**config.mk**
```make
export PLATFORM = sky130hd
export DESIGN_NAME = clock_div_multi
export DESIGN_NICKNAME = d
export VERILOG_FILES = /design/src/rtl/clock_div_pkg.sv /design/src/rtl/clock_div_chan.sv /design/src/rtl/clock_div_multi.sv
export SDC_FILE = /design/constraint.sdc
export NUM_CORES = 1
export LEC_CHECK = 0
export BUFFER_PORTS_ARGS = -buffer_cell sky130_fd_sc_hd__clkbuf_2
export CAP_MARGIN = 20
export CORE_AREA = 8 8 147 218
export CTS_BUF_LIST = sky130_fd_sc_hd__clkbuf_8 sky130_fd_sc_hd__clkbuf_16
export DETAILED_ROUTE_END_ITERATION = 10
export DIE_AREA = 0 0 155 226
export PLACE_DENSITY_LB_ADDON = 0.3
export SYNTH_ARGS = -nofsm -noshare
export SYNTH_HDL_FRONTEND = slang
export SYNTH_HIERARCHICAL = 1
export SYNTH_SLANG_ARGS = --single-unit
```
**constraint.sdc**
```tcl
create_clock -name clk -period 3.2 [get_ports clk]
set_input_delay 0.16 -clock clk [delete_from_list [all_inputs] [get_ports clk]]
set_output_delay 0.16 -clock clk [all_outputs]
set_load 0.1 [all_outputs]
```
**src/rtl/clock_div_pkg.sv**
```systemverilog
// clock_div_pkg
//   Shared types and helpers for the clock_div_multi fractional divider.
//   ch_state_e : per-channel FSM state (IDLE / RUN / DRAIN)
//   MAX_INC    : largest increment for the default 16-bit accumulator (f_clk/2)
//   calc_inc   : rounded increment for f_out from f_src with a given accumulator width
package clock_div_pkg;

  typedef enum logic [1:0] {
    IDLE  = 2'd0,
    RUN   = 2'd1,
    DRAIN = 2'd2
  } ch_state_e;

  localparam logic [15:0] MAX_INC = 16'h8000;

  function automatic longint unsigned calc_inc(input longint unsigned f_src,
                                               input longint unsigned f_out,
                                               input int unsigned     bits);
    return ((f_out << bits) + (f_src >> 1)) / f_src;
  endfunction

endpackage

```
**src/rtl/clock_div_chan.sv**
```systemverilog
// clock_div_chan
//   One phase-accumulator divider channel: accumulator, active/pending increment
//   and IDLE/RUN/DRAIN FSM. All outputs registered.
//   Optional feature macro: CLOCK_DIV_PHASE_SYNC_EN (sync_i clears the phase of
//   running/draining channels; without it sync_i is ignored).
// Ports
//   clk_i   source clock            rst_ni  synchronous active-low reset
//   wr_i    increment write strobe  inc_i   new (already clamped) increment
//   en_i    level enable            sync_i  phase-align strobe
//   run_o   channel in RUN/DRAIN    clk_o   accumulator MSB    tick_o  carry strobe
module clock_div_chan
  import clock_div_pkg::*;
#(
  parameter int unsigned             ACC_BITS    = 16,
  parameter logic [ACC_BITS-1:0]     DEFAULT_INC = ACC_BITS'(107)
) (
  input  logic                clk_i,
  input  logic                rst_ni,
  input  logic                wr_i,
  input  logic [ACC_BITS-1:0] inc_i,
  input  logic                en_i,
  input  logic                sync_i,
  output logic                run_o,
  output logic                clk_o,
  output logic                tick_o
);

  ch_state_e           state_q, state_d;
  logic [ACC_BITS-1:0] acc_q, acc_d, act_q, act_d, pend_q, pend_d;
  logic                pvld_q, pvld_d, clk_q, clk_d, tick_q, tick_d;
  logic [ACC_BITS:0]   sum;
  logic                carry, sync_hit, apply;

  assign sum   = {1'b0, acc_q} + {1'b0, act_q};
  assign carry = sum[ACC_BITS];

`ifdef CLOCK_DIV_PHASE_SYNC_EN
  assign sync_hit = sync_i && (state_q != IDLE);
`else
  logic unused_sync;
  assign unused_sync = sync_i;
  assign sync_hit    = 1'b0;
`endif

  // Pending increment only lands on a period boundary so the running
  // waveform never sees a mid-period rate change.
  assign apply = pvld_q && ((state_q == IDLE) || sync_hit || carry);

  always_ff @(posedge clk_i) begin
    if (!rst_ni) state_q <= IDLE;
    else         state_q <= state_d;
  end

  always_comb begin
    state_d = state_q;
    unique case (state_q)
      IDLE:    if (en_i) state_d = RUN;
      RUN:     if (!en_i) state_d = DRAIN;
      DRAIN: begin
        if (act_q == '0)            state_d = IDLE;
        else if (carry && !sync_hit) state_d = IDLE;
        else if (en_i)              state_d = RUN;
      end
      default: state_d = IDLE;
    endcase
  end

  always_comb begin
    acc_d  = acc_q;
    clk_d  = 1'b0;
    tick_d = 1'b0;
    act_d  = act_q;
    pend_d = pend_q;
    pvld_d = pvld_q;
    // Apply reads the old pending value; a same-cycle write refills it and
    // waits for the next boundary.
    if (apply) begin
      act_d  = pend_q;
      pvld_d = 1'b0;
    end
    if (wr_i) begin
      pend_d = inc_i;
      pvld_d = 1'b1;
    end
    unique case (state_q)
      IDLE: acc_d = '0;
      RUN: begin
        acc_d  = sum[ACC_BITS-1:0];
        clk_d  = sum[ACC_BITS-1];
        tick_d = carry;
      end
      DRAIN: begin
        if (act_q == '0) begin
          acc_d = '0;
        end else if (carry) begin
          acc_d  = '0;
          tick_d = 1'b1;
        end else begin
          acc_d = sum[ACC_BITS-1:0];
          clk_d = sum[ACC_BITS-1];
        end
      end
      default: acc_d = '0;
    endcase
    if (sync_hit) begin
      acc_d  = '0;
      clk_d  = 1'b0;
      tick_d = 1'b0;
    end
  end

  always_ff @(posedge clk_i) begin
    if (!rst_ni) begin
      acc_q  <= '0;
      act_q  <= DEFAULT_INC;
      pend_q <= DEFAULT_INC;
      pvld_q <= 1'b0;
      clk_q  <= 1'b0;
      tick_q <= 1'b0;
    end else begin
      acc_q  <= acc_d;
      act_q  <= act_d;
      pend_q <= pend_d;
      pvld_q <= pvld_d;
      clk_q  <= clk_d;
      tick_q <= tick_d;
    end
  end

  assign run_o  = (state_q != IDLE);
  assign clk_o  = clk_q;
  assign tick_o = tick_q;

endmodule

```
**src/rtl/clock_div_multi.sv**
```systemverilog
// clock_div_multi
//   N-channel runtime-programmable fractional clock divider on one source clock.
//   f_out = f_clk * inc / 2^ACC_BITS per channel.
//   Optional feature macro: CLOCK_DIV_PHASE_SYNC_EN (phase-align on sync).
// Ports
//   clk, rst_n            source clock, synchronous active-low reset
//   cfg_wr/cfg_ch/cfg_inc increment write strobe, target channel, new increment
//   ch_en                 per-channel level enable
//   sync                  phase-align strobe (ignored unless the macro is defined)
//   ch_run/clk_out/tick   per-channel running flag, square wave, carry strobe
module clock_div_multi
  import clock_div_pkg::*;
#(
  parameter int unsigned         CHANNELS    = 4,
  parameter int unsigned         ACC_BITS    = 16,
  parameter logic [ACC_BITS-1:0] DEFAULT_INC = ACC_BITS'(107),
  localparam int unsigned        CH_W        = (CHANNELS > 1) ? $clog2(CHANNELS) : 1
) (
  input  logic                clk,
  input  logic                rst_n,
  input  logic                cfg_wr,
  input  logic [CH_W-1:0]     cfg_ch,
  input  logic [ACC_BITS-1:0] cfg_inc,
  input  logic [CHANNELS-1:0] ch_en,
  input  logic                sync,
  output logic [CHANNELS-1:0] ch_run,
  output logic [CHANNELS-1:0] clk_out,
  output logic [CHANNELS-1:0] tick
);

  localparam logic [ACC_BITS-1:0] INC_LIMIT = {1'b1, {(ACC_BITS-1){1'b0}}};

  logic [ACC_BITS-1:0] inc_clamped;

  assign inc_clamped = (cfg_inc > INC_LIMIT) ? INC_LIMIT : cfg_inc;

  for (genvar g = 0; g < CHANNELS; g++) begin : g_ch
    logic wr;
    // Out-of-range cfg_ch matches no generated channel, so the write is dropped.
    assign wr = cfg_wr && (cfg_ch == CH_W'(g));

    clock_div_chan #(
      .ACC_BITS    (ACC_BITS),
      .DEFAULT_INC (DEFAULT_INC)
    ) u_chan (
      .clk_i  (clk),
      .rst_ni (rst_n),
      .wr_i   (wr),
      .inc_i  (inc_clamped),
      .en_i   (ch_en[g]),
      .sync_i (sync),
      .run_o  (ch_run[g]),
      .clk_o  (clk_out[g]),
      .tick_o (tick[g])
    );
  end

endmodule

```
==> metrics.txt <==
total power draw 5.92 mW; initial antenna violation count 0; Multi-input gate area 0.00672 sq mm; CTS buffer count 21; vias in the first global route approximately 8.5k; min Tclk post-route between 2 and 3 ns; CP startpoint kind flip-flop; Hold WS 0.111 ns; CTS resizes 0; CTS Root Cell clkbuf_16; clk slew on worst S/H paths ~0.070 ns; Die X approximately 160 um; 1st-pass router iterations 5; final core occ 0.434; grt total ovfl 0; worst hold-check path type input pin to flip-flop; Tcrit/Tclk final 0.927; cell area after synthesis 0.0114 sq mm; CP endpoint kind flip-flop; Top Layer Used met4; Worst Path Class, Setup flip-flop to flip-flop; global-route wire length before repair 42700 um; Power Density 470 mW/mm^2; largest net degree at the start of global routing 73; Final ANT Viol Nets 0; Layout area overhead 10.6%; TNS Setup 0 ns; Placed Area between 0.01 and 0.015 sq mm; Syn Area/Cell ~9.4 sq um; Final Hold Viols 0; Synth Net Count around 1.3k; Synth Instances approximately 1.2k; NumNets Final 1347; row cnt 77; Setup Skew 0.00570 ns; htree depth 1; die area around 0.035 sq mm; Hold Path Depth 4; Max-Cap Viols 0; post-synthesis sequential area ratio 0.366; crit-path max FO 16; CP Data Arrival Time 3.33 ns; fillcell total ~2.9k; # DRC 0; metal2 WL 13500 um; wire per inst ~16 um; Lkg Pwr ~4.9 nW; Rel. slew slack 0.339; Die Ht around 230 um; Diodes inserted 0; final instance area 0.0126 sq mm; asr flop ratio synth 0; Port Buf Inserts 36; fraction of layout cells with a size suffix above 1 0.115; Yosys warnings 6; number of synthesized flops with an enable pin 0; clk_lat worst skew about 0.5 ns; Iteration-0 DRC Markers 416; Starting Density 0.392; met3 WL post-DR 603 um; CTS max path bufs 3; final setup violation count 0; WP data required 3.57 ns; Worst Reg-to-Reg Cells 10; Peak supply drop 0.000422 V; Achievable Freq about 0.34 GHz; most frequent cells in the layout dfxtp_1, mux2i_1, nand2_1; status finished, final reports clean; Post-Route M1 WL between 10000 and 15000 um; Slew Limit Fails 0; RSZ-0062 raised after global routing false; Least-Margin Pin Slew 0.991 ns; most common flop cell mapped by yosys dfxtp_1; Reg area about 0.0042 sq mm; most common cell after layout, fill and taps aside dfxtp_1; Yosys cell types 83; WL final ~26000 um; HPWL after DPL about 19000 um; CTS Sinks between 200 and 250; vias per inst ~5.2; All-Layer GR Usage 0.146; CTS tree yes; IO Count 38; GP Congestion between 0.8 and 0.9; vias around 8.6k; post-synthesis sequential element count 208; CORE AREA ~0.029 sq mm; postcts setup bufs 0
==> power by group <==
group	internal [mW]	switching, mW	leakage, nW
Sequential	2.65	0.0446	1.68
Combinational	0.268	0.474	2.91
Clock	1.44	1.04	0.352
Total	4.36	1.56	4.95
==> worst max-delay path: stages (launching register included) <==
cell       delay [ns]
dfxtp_1          0.33
ha_1             0.22
inv_1            0.08
fa_1             0.18
and2b_4          0.20
o2111ai_2        0.25
a31oi_4          0.15
a311oi_4         0.37
a21bo_1          0.71
mux2i_1          0.27
nand2_1          0.07
==> kinds of logic (layout without fill, tap and decap cells) <==
| group | Yosys count | count (layout) | share of synthesized area |
|---|---|---|---|
| and+or+nand+nor | 395 | 395 | 0.192 |
| AOI/OAI and AO/OA | 293 | 293 | 0.188 |
| DFF | 208 | 208 | 0.366 |
| buffers and inverters | 102 | 135 | 0.0444 |
| muxes | 101 | 101 | 0.0888 |
| adders and majority gates | 84 | 84 | 0.0950 |
| xor gates and xnor gates | 34 | 34 | 0.0262 |
==> repair_timing <==
action	CTS	global route
hold buffers	5	0
endpoints found under the hold margin	6	0
setup endpoints to repair	0	0
==> worst paths after layout <==
| path | to | slack (ns) | startpoint |
|---|---|---|---|
| worst min-delay path | g_ch[0].u_chan/pend_q[3] | 0.11 | cfg_inc[3] |
| worst max register to register | g_ch[2].u_chan/act_q[6] | 0.23 | g_ch[2].u_chan/act_q[0] |
| worst max-delay path | g_ch[2].u_chan/act_q[6] | 0.23 | g_ch[2].u_chan/act_q[0] |
| worst min register to register | g_ch[0].u_chan/pend_q[6] | 0.47 | g_ch[0].u_chan/pend_q[6] |
==> per-stage QoR <==
step,std cells,setup slack [ns]
5_1_grt,1645,0.0198
3_3_place_gp,1602,0.285
3_5_place_dp,1602,0.232
4_1_cts,1643,0.212
6_report,1645,0.233
2_1_floorplan,1217,0.440
==> sequential cells by signal (all words and copies together) (netlist names) <==
name / cells
g_ch.u_chan/acc_q: 64
g_ch.u_chan/act_q: 64
g_ch.u_chan/tick_o: 4
g_ch.u_chan/pvld_q: 4
g_ch.u_chan/pend_q: 64
g_ch.u_chan/state_q: 8
==> synth_stat cells (3+ instances only) <==
library cell | number | area [sq um]
buf_6 | 9 | 101
nor3_1 | 9 | 45.0
a21boi_0 | 30 | 225
nor2b_2 | 7 | 61.3
and2_1 | 3 | 18.8
a211o_1 | 5 | 43.8
o211ai_1 | 9 | 67.6
clkbuf_1 | 34 | 128
xnor2_1 | 12 | 105
a31oi_4 | 3 | 63.8
a2bb2oi_2 | 3 | 45.0
nor2b_1 | 82 | 513
nor3_2 | 14 | 140
a41oi_1 | 5 | 43.8
inv_1 | 43 | 161
o21a_1 | 6 | 45.0
nor4_1 | 20 | 125
mux2i_1 | 101 | 1010
o21ai_0 | 71 | 355
nand3_1 | 52 | 260
nand2_1 | 88 | 330
nand4_1 | 7 | 43.8
a211oi_1 | 23 | 173
fa_1 | 4 | 80.1
a21o_1 | 20 | 150
and2b_2 | 5 | 43.8
or3_1 | 3 | 18.8
xor2_1 | 22 | 193
dfxtp_1 | 208 | 4160
a21oi_1 | 51 | 255
nor3b_2 | 6 | 75.1
ha_1 | 80 | 1000
nor3b_1 | 6 | 45.0
a31oi_1 | 14 | 87.6
buf_2 | 11 | 55.1
o31ai_1 | 3 | 22.5
nand2b_1 | 10 | 62.6
and3_1 | 5 | 31.3
nor2_1 | 63 | 236
a22o_1 | 3 | 26.3
o211a_1 | 3 | 30.0
a21boi_1 | 3 | 22.5
==> layout make-up <==
type / count / area share
Clock inverter: 15 / 0.0119
Clock buffer: 21 / 0.0417
Multi-Input combinational cell: 907 / 0.533
Timing Repair Buffer: 56 / 0.0300
Inverter: 43 / 0.0128
Sequential cell: 208 / 0.331
Tap cell: 395 / 0.0393
==> routing by layer <==
layer / global-route usage / vias up
li1: - / 4389
met1: 0.165 / 4074
met2: 0.279 / 93
met3: 0.0155 / 33
met4: 0.0454 / 0
met5: 0 / -
Power figures use the tool's default switching activity.
